File: config.mk
export PLATFORM = sky130hd
export DESIGN_NAME = icache_refill_axi_flat
export DESIGN_NICKNAME = d
export VERILOG_FILES = /design/src/rtl/icache_refill_axi_if.sv /design/src/rtl/icache_refill_axi.sv /design/src/flat_wrapper.sv
export SDC_FILE = /design/constraint.sdc
export NUM_CORES = 1
export LEC_CHECK = 0
export CAP_MARGIN = 10
export CORE_MARGIN = 5
export CORE_UTILIZATION = 50
export CTS_BUF_LIST = sky130_fd_sc_hd__clkbuf_2 sky130_fd_sc_hd__clkbuf_4 sky130_fd_sc_hd__clkbuf_8
export CTS_CLUSTER_SIZE = 30
export DETAILED_ROUTE_END_ITERATION = 7
export GPL_ROUTABILITY_DRIVEN = 0
export PLACE_DENSITY = 0.91
export SLEW_MARGIN = 20
export SYNTH_ARGS = -nofsm -noshare
export SYNTH_HDL_FRONTEND = slang
export SYNTH_SLANG_ARGS = --single-unit
File: constraint.sdc
create_clock -name clk -period 5 [get_ports clk]
set_input_delay 1 -clock clk [delete_from_list [all_inputs] [get_ports clk]]
set_output_delay 1 -clock clk [all_outputs]
set_load 0.01 [all_outputs]
File: src/rtl/icache_refill_axi_if.sv
// rtl/icache_refill_axi_if.sv - AXI4 read address/data channel bundle for the I-cache refill engine
interface icache_refill_axi_if;
    logic [3:0]  arid;
    logic [31:0] araddr;
    logic [7:0]  arlen;
    logic [2:0]  arsize;
    logic [1:0]  arburst;
    logic        arvalid;
    logic        arready;
    logic [3:0]  rid;
    logic [31:0] rdata;
    logic [1:0]  rresp;
    logic        rlast;
    logic        rvalid;
    logic        rready;

    modport master (
        output arid, araddr, arlen, arsize, arburst, arvalid, rready,
        input  arready, rid, rdata, rresp, rlast, rvalid
    );

    modport slave (
        input  arid, araddr, arlen, arsize, arburst, arvalid, rready,
        output arready, rid, rdata, rresp, rlast, rvalid
    );
endinterface

File: src/rtl/icache_refill_axi.sv
// rtl/icache_refill_axi.sv - single-burst AXI4 line refill engine with flush-safe drain
module icache_refill_axi #(
    parameter int         LINE_WORDS = 8,
    parameter logic [3:0] AXI_ID     = 4'h0
) (
    input  logic                      clk,
    input  logic                      rst_n,
    input  logic                      req_valid,
    output logic                      req_ready,
    input  logic [31:0]               req_addr,
    input  logic                      flush,
    output logic                      resp_valid,
    input  logic                      resp_ready,
    output logic [31:0]               resp_addr,
    output logic [32*LINE_WORDS-1:0]  resp_line,
    output logic                      resp_err,
    icache_refill_axi_if.master       m_axi
);
    localparam int             CW       = $clog2(LINE_WORDS);
    localparam logic [CW-1:0]  LAST     = CW'(LINE_WORDS - 1);
    localparam logic [31:0]    OFS_MASK = 32'(LINE_WORDS * 4 - 1);

    typedef enum logic [2:0] {S_IDLE, S_AR, S_R, S_DONE, S_DRAIN} state_t;

    state_t        state;
    logic          idle_q;
    logic          arvalid_q;
    logic          rready_q;
    logic          flush_pend;
    logic          err;
    logic [31:0]   araddr_q;
    logic [CW-1:0] cnt;

    logic beat;
    logic final_beat;
    logic beat_err;
    logic err_next;

    assign beat       = m_axi.rvalid && rready_q;
    assign final_beat = beat && (cnt == LAST);
    // The burst always ends by count; rlast only flags a length disagreement.
    assign beat_err   = (m_axi.rresp >= 2'b10) || (m_axi.rlast != (cnt == LAST));
    assign err_next   = err || (beat && beat_err);

    assign req_ready      = idle_q && !flush;
    assign m_axi.arid     = AXI_ID;
    assign m_axi.araddr   = araddr_q;
    assign m_axi.arlen    = 8'(LINE_WORDS - 1);
    assign m_axi.arsize   = 3'b010;
    assign m_axi.arburst  = 2'b01;
    assign m_axi.arvalid  = arvalid_q;
    assign m_axi.rready   = rready_q;

    always_ff @(posedge clk) begin
        if (!rst_n) begin
            state      <= S_IDLE;
            idle_q     <= 1'b0;
            arvalid_q  <= 1'b0;
            rready_q   <= 1'b0;
            flush_pend <= 1'b0;
            err        <= 1'b0;
            araddr_q   <= '0;
            cnt        <= '0;
            resp_valid <= 1'b0;
            resp_err   <= 1'b0;
            resp_addr  <= '0;
            resp_line  <= '0;
        end else begin
            case (state)
                S_IDLE: begin
                    if (req_valid && req_ready) begin
                        state     <= S_AR;
                        idle_q    <= 1'b0;
                        arvalid_q <= 1'b1;
                        araddr_q  <= req_addr & ~OFS_MASK;
                        cnt       <= '0;
                    end else begin
                        idle_q <= 1'b1;
                    end
                end
                S_AR: begin
                    // arvalid cannot be withdrawn, so a flush here is remembered.
                    if (flush) flush_pend <= 1'b1;
                    if (m_axi.arready) begin
                        arvalid_q <= 1'b0;
                        rready_q  <= 1'b1;
                        cnt       <= '0;
                        state     <= (flush_pend || flush) ? S_DRAIN : S_R;
                    end
                end
                S_R: begin
                    if (beat) begin
                        resp_line[32*int'(cnt) +: 32] <= m_axi.rdata;
                        cnt <= cnt + CW'(1);
                        err <= err_next;
                    end
                    if (final_beat) begin
                        rready_q <= 1'b0;
                        if (flush) begin
                            state      <= S_IDLE;
                            idle_q     <= 1'b1;
                            err        <= 1'b0;
                            flush_pend <= 1'b0;
                        end else begin
                            state      <= S_DONE;
                            resp_valid <= 1'b1;
                            resp_err   <= err_next;
                            resp_addr  <= araddr_q;
                        end
                    end else if (flush) begin
                        state <= S_DRAIN;
                    end
                end
                S_DONE: begin
                    if (resp_ready || flush) begin
                        resp_valid <= 1'b0;
                        state      <= S_IDLE;
                        idle_q     <= 1'b1;
                        err        <= 1'b0;
                        flush_pend <= 1'b0;
                    end
                end
                S_DRAIN: begin
                    if (beat) begin
                        cnt <= cnt + CW'(1);
                        if (cnt == LAST) begin
                            rready_q   <= 1'b0;
                            state      <= S_IDLE;
                            idle_q     <= 1'b1;
                            err        <= 1'b0;
                            flush_pend <= 1'b0;
                        end
                    end
                end
                default: state <= S_IDLE;
            endcase
        end
    end

    assert property (@(posedge clk) disable iff (!rst_n) beat |-> (m_axi.rid == AXI_ID));
endmodule

File: src/flat_wrapper.sv
// flat-port wrapper written by rule: the top's interface ports become plain ports
module icache_refill_axi_flat 
#(
    parameter int         LINE_WORDS = 8,
    parameter logic [3:0] AXI_ID     = 4'h0
)
  (clk, rst_n, req_valid, req_ready, req_addr, flush, resp_valid, resp_ready, resp_addr, resp_line, resp_err, m_axi_arid, m_axi_araddr, m_axi_arlen, m_axi_arsize, m_axi_arburst, m_axi_arvalid, m_axi_rready, m_axi_arready, m_axi_rid, m_axi_rdata, m_axi_rresp, m_axi_rlast, m_axi_rvalid);
  icache_refill_axi_if m_axi_i ();
  input  logic clk;
  input  logic rst_n;
  input  logic req_valid;
  output logic req_ready;
  input  logic [31:0] req_addr;
  input  logic flush;
  output logic resp_valid;
  input  logic resp_ready;
  output logic [31:0] resp_addr;
  output logic [32*LINE_WORDS-1:0] resp_line;
  output logic resp_err;
  output wire logic [$bits(m_axi_i.arid)-1:0] m_axi_arid;
  output wire logic [$bits(m_axi_i.araddr)-1:0] m_axi_araddr;
  output wire logic [$bits(m_axi_i.arlen)-1:0] m_axi_arlen;
  output wire logic [$bits(m_axi_i.arsize)-1:0] m_axi_arsize;
  output wire logic [$bits(m_axi_i.arburst)-1:0] m_axi_arburst;
  output wire logic [$bits(m_axi_i.arvalid)-1:0] m_axi_arvalid;
  output wire logic [$bits(m_axi_i.rready)-1:0] m_axi_rready;
  input wire logic [$bits(m_axi_i.arready)-1:0] m_axi_arready;
  input wire logic [$bits(m_axi_i.rid)-1:0] m_axi_rid;
  input wire logic [$bits(m_axi_i.rdata)-1:0] m_axi_rdata;
  input wire logic [$bits(m_axi_i.rresp)-1:0] m_axi_rresp;
  input wire logic [$bits(m_axi_i.rlast)-1:0] m_axi_rlast;
  input wire logic [$bits(m_axi_i.rvalid)-1:0] m_axi_rvalid;
  assign m_axi_arid = m_axi_i.arid;
  assign m_axi_araddr = m_axi_i.araddr;
  assign m_axi_arlen = m_axi_i.arlen;
  assign m_axi_arsize = m_axi_i.arsize;
  assign m_axi_arburst = m_axi_i.arburst;
  assign m_axi_arvalid = m_axi_i.arvalid;
  assign m_axi_rready = m_axi_i.rready;
  assign m_axi_i.arready = m_axi_arready;
  assign m_axi_i.rid = m_axi_rid;
  assign m_axi_i.rdata = m_axi_rdata;
  assign m_axi_i.rresp = m_axi_rresp;
  assign m_axi_i.rlast = m_axi_rlast;
  assign m_axi_i.rvalid = m_axi_rvalid;
  icache_refill_axi #(.LINE_WORDS(LINE_WORDS), .AXI_ID(AXI_ID)) u_core (.clk(clk), .rst_n(rst_n), .req_valid(req_valid), .req_ready(req_ready), .req_addr(req_addr), .flush(flush), .resp_valid(resp_valid), .resp_ready(resp_ready), .resp_addr(resp_addr), .resp_line(resp_line), .resp_err(resp_err), .m_axi(m_axi_i));
endmodule
* After elaboration in Yosys (flattened, before gate mapping)
Index checks and enable logic that the tools add are counted.
** Word-level totals
- Bits in latches :: 0
- Memory bits (read-only) :: 0
- Register bits :: 323
- Bits in writable memories :: 0
- Input port bits :: 78
- Memories :: 0
** Operators by class
- Reduce and logical (&&, ||, !) cells :: 30
- $lt $le $gt $ge :: 1
- Divide/modulo/power cells :: 0
- Add/subtract/negate cells :: 2
- Multiplexer cells :: 41
- Shift-type cells :: 2
- Eq/ne operators :: 17
- Multipliers :: 0
- Bitwise operators :: 1
** Operator list (count)
- bitwise mux 256 bit :: 1
- variable shift 32 x 33 -> 256 bit (first input constant) :: 1
- indexed part select 32 x 33 -> 256 bit :: 1
- two-way mux 3 bit :: 11
- negator 8 -> 33 bit :: 1
- two-way mux 1 bit :: 20
- case mux 3 bit (5 select lines) :: 1
- != test 2 x 1 -> 1 bit (second input constant) :: 6
- AND reduction 4 bit :: 3
- AND reduction 6 bit :: 2
- case mux 3 bit (3 select lines) :: 1
- nonzero test 3 bit :: 3
- != test 2 bit (second input constant) :: 4
- case mux 1 bit (4 select lines) :: 2
- nonzero test 4 bit :: 2
- AND reduction 7 bit :: 1
- equality test 3 x 2 -> 1 bit (second input constant) :: 2
- equality test 3 bit (second input constant) :: 2
- case mux 1 bit (3 select lines) :: 2
- AND reduction 3 bit :: 2
- logical AND 1 bit :: 5
- AND reduction 5 bit :: 1
- logical OR 1 bit :: 4
- case mux 1 bit (2 select lines) :: 2
- other kinds (12) :: 14

* Longest topological paths before layout
Gate-level depths: netlist (run 1).
- Depth after elaboration :: 9
- Gate-level depth with buffers :: 11

* Worst setup path before layout (run 1)
No wires, ideal clock.
- Path kind :: input to output
- Start :: in flush
- End :: out req_ready
- Stages on the path :: 1
- Arrival :: 1229 ps
- Slack :: 2771 ps
- Cell sequence :: nor2b_1
** Between the ends
- Longest elaborated chain between the ends :: 2
** Ends and longest elaborated chain
- from (decl) :: line flat_wrapper.sv:14 : input logic flush;
- zero test 1 bit :: line icache_refill_axi.sv:45 : assign req_ready = idle_q && !flush;
- logical AND 1 bit :: line icache_refill_axi.sv:45
- to (decl) :: line flat_wrapper.sv:12 : output logic req_ready;
Every way passes these cells.

* Worst setup path in the final report (run 1)
Same ends and word-level chain as after synthesis.

==> results.cfg, run 1 <==
[status]
status = finished clean

[synth]
synth.avg_cell_area_um2 = 8.03
async_flop_share_pct = 0
yosysTopAreaCell = dfxtp_1
yosys_most_used_dff = dfxtp_1
synthTopCellsByArea = dfxtp_1 51%, a21oi_1 12%, nand2_1 11%
ys_seq_area_share_pct = 51.2
synth_area_um2 = 12600
synth-seq-cells = 323
synth_commonest_cells = 356 x nand2_1, 323 x dfxtp_1, 306 x a21oi_1, 106 x o21ai_0, 98 x nand3_1
syn-instance-count = 1573
synth_cell_types = 51
yosys_warnings = 0
synth_most_common_cell = nand2_1
synth_edf_count = 0
synth_top_area_share_pct = 51.2

[clock_tree]
clk_pin_slew_ns = 0.06
clock-root-buffer = clkbuf_8
clkSinkCount = 323
post_cts_resized = 0
postCtsSetupBuffers = 0
cts_buffer_depth = 3
cts_tree = built
clock_latency_ns = 0.59
ctsHoldBuffers = 0
cts_max_level = 2
cts_made_buffers = 52

[die]
die-area_um2 = 28500
die_w_um = 169
fp.coreArea_um2 = 25000
die_h_um = 169
start_util_pct = 50.4
io-pin-count = 420
rows = 58

[routing]
routed_wirelength_mm = 49.4
drt_iter0_drc = 1439
wire_per_inst_um = 22.3
drc = 0
post_drt_via_cell_ratio = 5.97
ant_nets = 0
num_vias = 13300
drt_first_pass_iters = 6

[power_and_ir_drop]
clkPwrFrac_pct = 44.3
intPower_mw = 3.98
leakage_nw = 5.61
p_sw_mw = 1.29
total_power_mw = 5.28
seqPwrFrac_pct = 49.7
power_switching_share_pct = 24.5
peakVddDrop_uv = 251
combPwrFrac_pct = 6.0
power_density_nw_per_um2 = 307

[placed_design]
placed_area_um2 = 16100
numPortBuffers = 382
dp_worst_setup_slack_ns = 1.36
dp_hpwl_mm = 31.4

[layout]
final_area_um2 = 17200
area_growth_syn_to_layout_pct = 36.3
num_antenna_cells = 0
seq_area_um2 = 6470
n_fill_cell = 1865
fin_nets = 1934
multi_input_area_um2 = 5230
drive_above_1_share_pct = 6.78

[sta]
drv_slew = 0
max_freq_mhz = 285
skew_ns = 0.0301
min_period_ns = 3.51
rsz0062_at_grt = false
worst_pin_slew_ns = 1.20
setup_slack_ns = 1.49
fin_crit_sh_pct = 70.2
slew-limit-headroom_pct = 19.8
setup_tns_ns = 0
setup_viol = 0
finalHoldViolations = 0

[worst_setup_path]
setup.worst_path.class = in2out
max_stage_delay_ns = 0.62
cp_num_buf_inv = 2
required_ns = 4.00
cp-end-kind = primary output
slowest_stage = clkdlybuf4s50_1
cpLargestDelayFamily = buffers and inverters
start_kind = input port
arrival_ns = 2.51
crit_path_max_fanout = 11
crit_path_cell_trace = clkdlybuf4s50_1 > nor2b_1 > clkdlybuf4s50_1
cp_common_cell = clkdlybuf4s50_1

[global_route]
gr-usage-all-layers_pct = 32.7
grt_pass1_wl_mm = 73.6
grt_overflow = 0
antenna_found_initial = 1
grt_pass1_vias = 12900
grt_start_max_net_pins = 222

[flow_run]
maxCapViolations = 0

[worst_hold_path]
min_path_type = reg2reg
-- layout by cell type (no fill, tap or decap), types with 4 or more instances in the layout --
master / netlist / routed
a21oi_1: 306 / 306
buf_4: 51 / 20
clkbuf_4: 0 / 23
clkbuf_8: 0 / 61
clkdlybuf4s50_1: 0 / 382
clkinv_2: 0 / 4
conb_1: 2 / 27
dfxtp_1: 323 / 322
ha_1: 4 / 4
inv_1: 5 / 5
mux2i_1: 5 / 5
nand2_1: 356 / 356
nand2b_1: 8 / 8
nand3_1: 98 / 97
nand4_1: 90 / 90
nor2_1: 11 / 10
nor3_1: 7 / 6
o21ai_0: 106 / 106
o21ai_1: 6 / 6
-- power by group through the flow --
stage	Sequential [mW]	Clock [mW]	Combinational, mW
final	2.62	2.34	0.317
after global routing	2.62	2.48	0.327
after CTS	2.62	2.35	0.307
after detailed placement	2.68	0	0.305
after global placement	2.68	0	0.301
after floorplan	2.67	0	0.186
-- logic make-up after synthesis --
logic type | after synthesis | share of synthesized area, %
compound gates | 436 | 17.8
xor+xnor | 2 | 0.139
fa+ha+maj | 4 | 0.396
buf+inv | 210 | 8.47
flops | 323 | 51.2
mux | 5 | 0.396
other cells | 2 | 0.0595
simple gates | 591 | 21.5
-- metrics by stage --
stage,std cells,util (%),hold WS [ns]
after CTS,2218,68.7,0.452
after detailed placement,2127,64.4,0.446
after floorplan,1598,-,0.448
after global routing,2219,68.7,0.467
final,2219,68.7,0.451
after global placement,2127,64.4,0.438
-- final timing paths --
kind / start / to / slack [ns] / cells past startpoint
max: flush / req_ready / 1.49 / 3
min: u_core.resp_line[248] / u_core.resp_line[248] / 0.45 / 2
max reg2reg: u_core.cnt[1] / u_core.resp_line[122] / 1.53 / 8
min reg2reg: u_core.resp_line[248] / u_core.resp_line[248] / 0.45 / 2
-- final cells by class --
class | instances | area share [%]
clock buffers | 84 | 5.88
clock inverters | 7 | 0.276
inverters | 6 | 0.174
multi-input cells | 1065 | 30.4
flip-flops and latches | 323 | 37.6
well taps | 330 | 2.40
repair buffers | 404 | 23.3
-- sequential cells by signal, summed over array words and instances, names as in the netlist --
| register | count |
|---|---|
| u_core.m_axi.rready | 1 |
| u_core.resp_err | 1 |
| u_core.resp_valid | 1 |
| u_core.resp_line | 256 |
| u_core.resp_addr | 27 |
| u_core.err | 1 |
| u_core.state | 3 |
| u_core.m_axi.arvalid | 1 |
| u_core.idle_q | 1 |
| u_core.cnt | 3 |
| u_core.m_axi.araddr | 27 |
| u_core.flush_pend | 1 |
-- tightest hold or removal path, delay by kind of cell, from the launching register on --
kind	cells	cell delay, ns
flops	1	0.30
compound gates	1	0.05
simple gates	1	0.05
-- layer usage --
layer | wire, um | global-route usage, % | vias to the layer above
li1 | - | - | 5893
met1 | 17000 | 37.5 | 6170
met2 | 22000 | 51.6 | 966
met3 | 6680 | 12.1 | 221
met4 | 3630 | 20.9 | 2
met5 | 13 | 0 | -
No activity file was read; power rests on OpenSTA's default activity.
==> run 2, diff against run 1 <==
CORE_UTILIZATION = 47   (was 50)
PLACE_DENSITY = 0.87   (was 0.91)
clock period = 3.35 ns   (was 5 ns; I/O delays follow)
==> run 2 against run 1 <==
Effect of this change:
- combinational power increased by 51%
- highest routed layer unchanged
- first-iteration DRC count decreased by 6.2%
- clock power increased by 56%
- critical path depth is the same
- utilization decreased by 3.6 points
- sequential share of layout area decreased by 0.45 points
- global-route usage down 2.4 points
- die area grew 6.0%
- power grew 53%
- count of clock-buffer cells in the layout increased by 1
- final area is 1.2% higher
==> results.cfg, run 2 (synthesis gave the netlist of run 1 again) <==
[global_route]
grt_start_max_net_pins = 178
antenna_found_initial = 1
grt_pass1_vias = 12400
grt_pass1_wl_mm = 72.7
gr-usage-all-layers_pct = 30.3
grt_overflow = 0

[placed_design]
dp_worst_setup_slack_ns = 0.443
dp_hpwl_mm = 31.7
numPortBuffers = 382
place_inst = 2151

[layout]
final_common_cell = clkdlybuf4s50_1
num_antenna_cells = 0
largest_register_ffs = 256
n_fill_cell = 2115
drive_above_1_share_pct = 7.36
final_cell_mix = 382 x clkdlybuf4s50_1, 356 x nand2_1, 322 x dfxtp_1
fin_nets = 1946
area_growth_syn_to_layout_pct = 37.9
multi_input_area_um2 = 5230
final_cells = 2243
utilization_pct = 65.2
seq_area_um2 = 6470
largest-register = u_core.resp_line

[worst_setup_path]
cp-end-kind = primary output
crit_path_cell_trace = clkdlybuf4s50_1 > nor2b_1 > clkdlybuf4s50_1
max_stage_delay_ns = 0.63
critPathLaunch = flush
cp_common_cell = clkdlybuf4s50_1
slowest_stage = clkdlybuf4s50_1
setup.worst_path.class = in2out
start_kind = input port
crit_path_max_fanout = 11
required_ns = 2.68
arrival_ns = 2.18
regToRegStartpoint = u_core.cnt[1]

[clock_tree]
cts_max_level = 2
cts_made_buffers = 52
ctsHoldBuffers = 0
cts_tree = built
cts_buffer_depth = 3
post_cts_resized = 0
clock-root-buffer = clkbuf_8
clk_pin_slew_ns = 0.07
postCtsSetupBuffers = 0
clkSinkCount = 323
clock_latency_ns = 0.58

[power_and_ir_drop]
p_sw_mw = 1.90
combPwrFrac_pct = 6.0
power_switching_share_pct = 23.6
seqPwrFrac_pct = 48.6
leakage_nw = 5.71
peakVddDrop_uv = 363
intPower_mw = 6.15
clkPwrFrac_pct = 45.4
power_density_nw_per_um2 = 462

[routing]
num_vias = 13000
ant_nets = 0
wire_per_inst_um = 21.7
drt_iter0_drc = 1350
routed_wirelength_mm = 48.7
post_drt_via_cell_ratio = 5.81
drc = 0
drt_first_pass_iters = 5

[sta]
fin_crit_sh_pct = 84.9
finalHoldViolations = 0
skew_ns = 0.0325
min_period_ns = 2.85
slew-limit-headroom_pct = 39.7
worst_pin_slew_ns = 0.905
setup_tns_ns = 0
setup_slack_ns = 0.505
rsz0062_at_grt = false
setup_viol = 0
drv_slew = 0
max_freq_mhz = 351
hold_ws_ns = 0.450

[worst_hold_path]
holdCritStartpoint = u_core.resp_line[117]
min_path_type = reg2reg

[status]
status = finished clean

[die]
fp.coreArea_um2 = 26700
die_w_um = 174
io-pin-count = 420
die-area_um2 = 30200
rows = 60
start_util_pct = 47.2
die_h_um = 174

[flow_run]
maxCapViolations = 0
run 2: cell count changes in the layout (fill, tap and decap cells not counted), sizes merged:
| cell | change |
|---|---|
| clkinvlp | +1 |
| bufinv | +1 |
| inv | -2 |
| clkbuf | +1 |
| buf | +12 |
run 2: area by class of cell:
class / instances / share of cell area, %
clock buffer: 85 / 6.21
clock inverter: 7 / 0.374
inverter: 6 / 0.172
multi-input combinational: 1065 / 30.0
sequential: 323 / 37.1
tap: 341 / 2.45
timing repair buffer: 416 / 23.6
run 2: per-layer routing:
metal | global-route usage [%] | wire length, um
met5 | 0 | 14
met1 | 36.1 | 17900
met3 | 11.2 | 5900
met4 | 16.6 | 3170
met2 | 47.7 | 21700
run 2: path summary, 6_finish.rpt:
| kind | endpoint | slack, ns | cells past startpoint |
|---|---|---|---|
| hold reg to reg | u_core.resp_line[117] | 0.45 | 2 |
| setup reg to reg | u_core.resp_line[125] | 0.66 | 8 |
| setup / recovery | req_ready | 0.50 | 3 |
| hold / removal | u_core.resp_line[117] | 0.45 | 2 |
run 2: worst max-delay path: cells and delay by family:
family / cells / cell delay, ns
buffers and inverters: 2 / 1.23
and+or+nand+nor: 1 / 0.28
run 2: per-stage QoR:
| step | instance area (um2) | power (mW) |
|---|---|---|
| after floorplan | 12700 | 4.26 |
| after global placement | 16300 | 4.45 |
| after detailed placement | 16300 | 4.46 |
| after CTS | 17400 | 8.08 |
| after global routing | 17400 | 8.30 |
| final | 17400 | 8.05 |
run 2: power by group through the flow:
stage	clock [mW]	combinational [mW]	sequential [mW]
3_5_place_dp	0	0.464	4.00
5_1_grt	3.88	0.499	3.92
4_1_cts	3.70	0.466	3.91
3_3_place_gp	0	0.458	3.99
6_report	3.66	0.479	3.92
2_1_floorplan	0	0.278	3.99
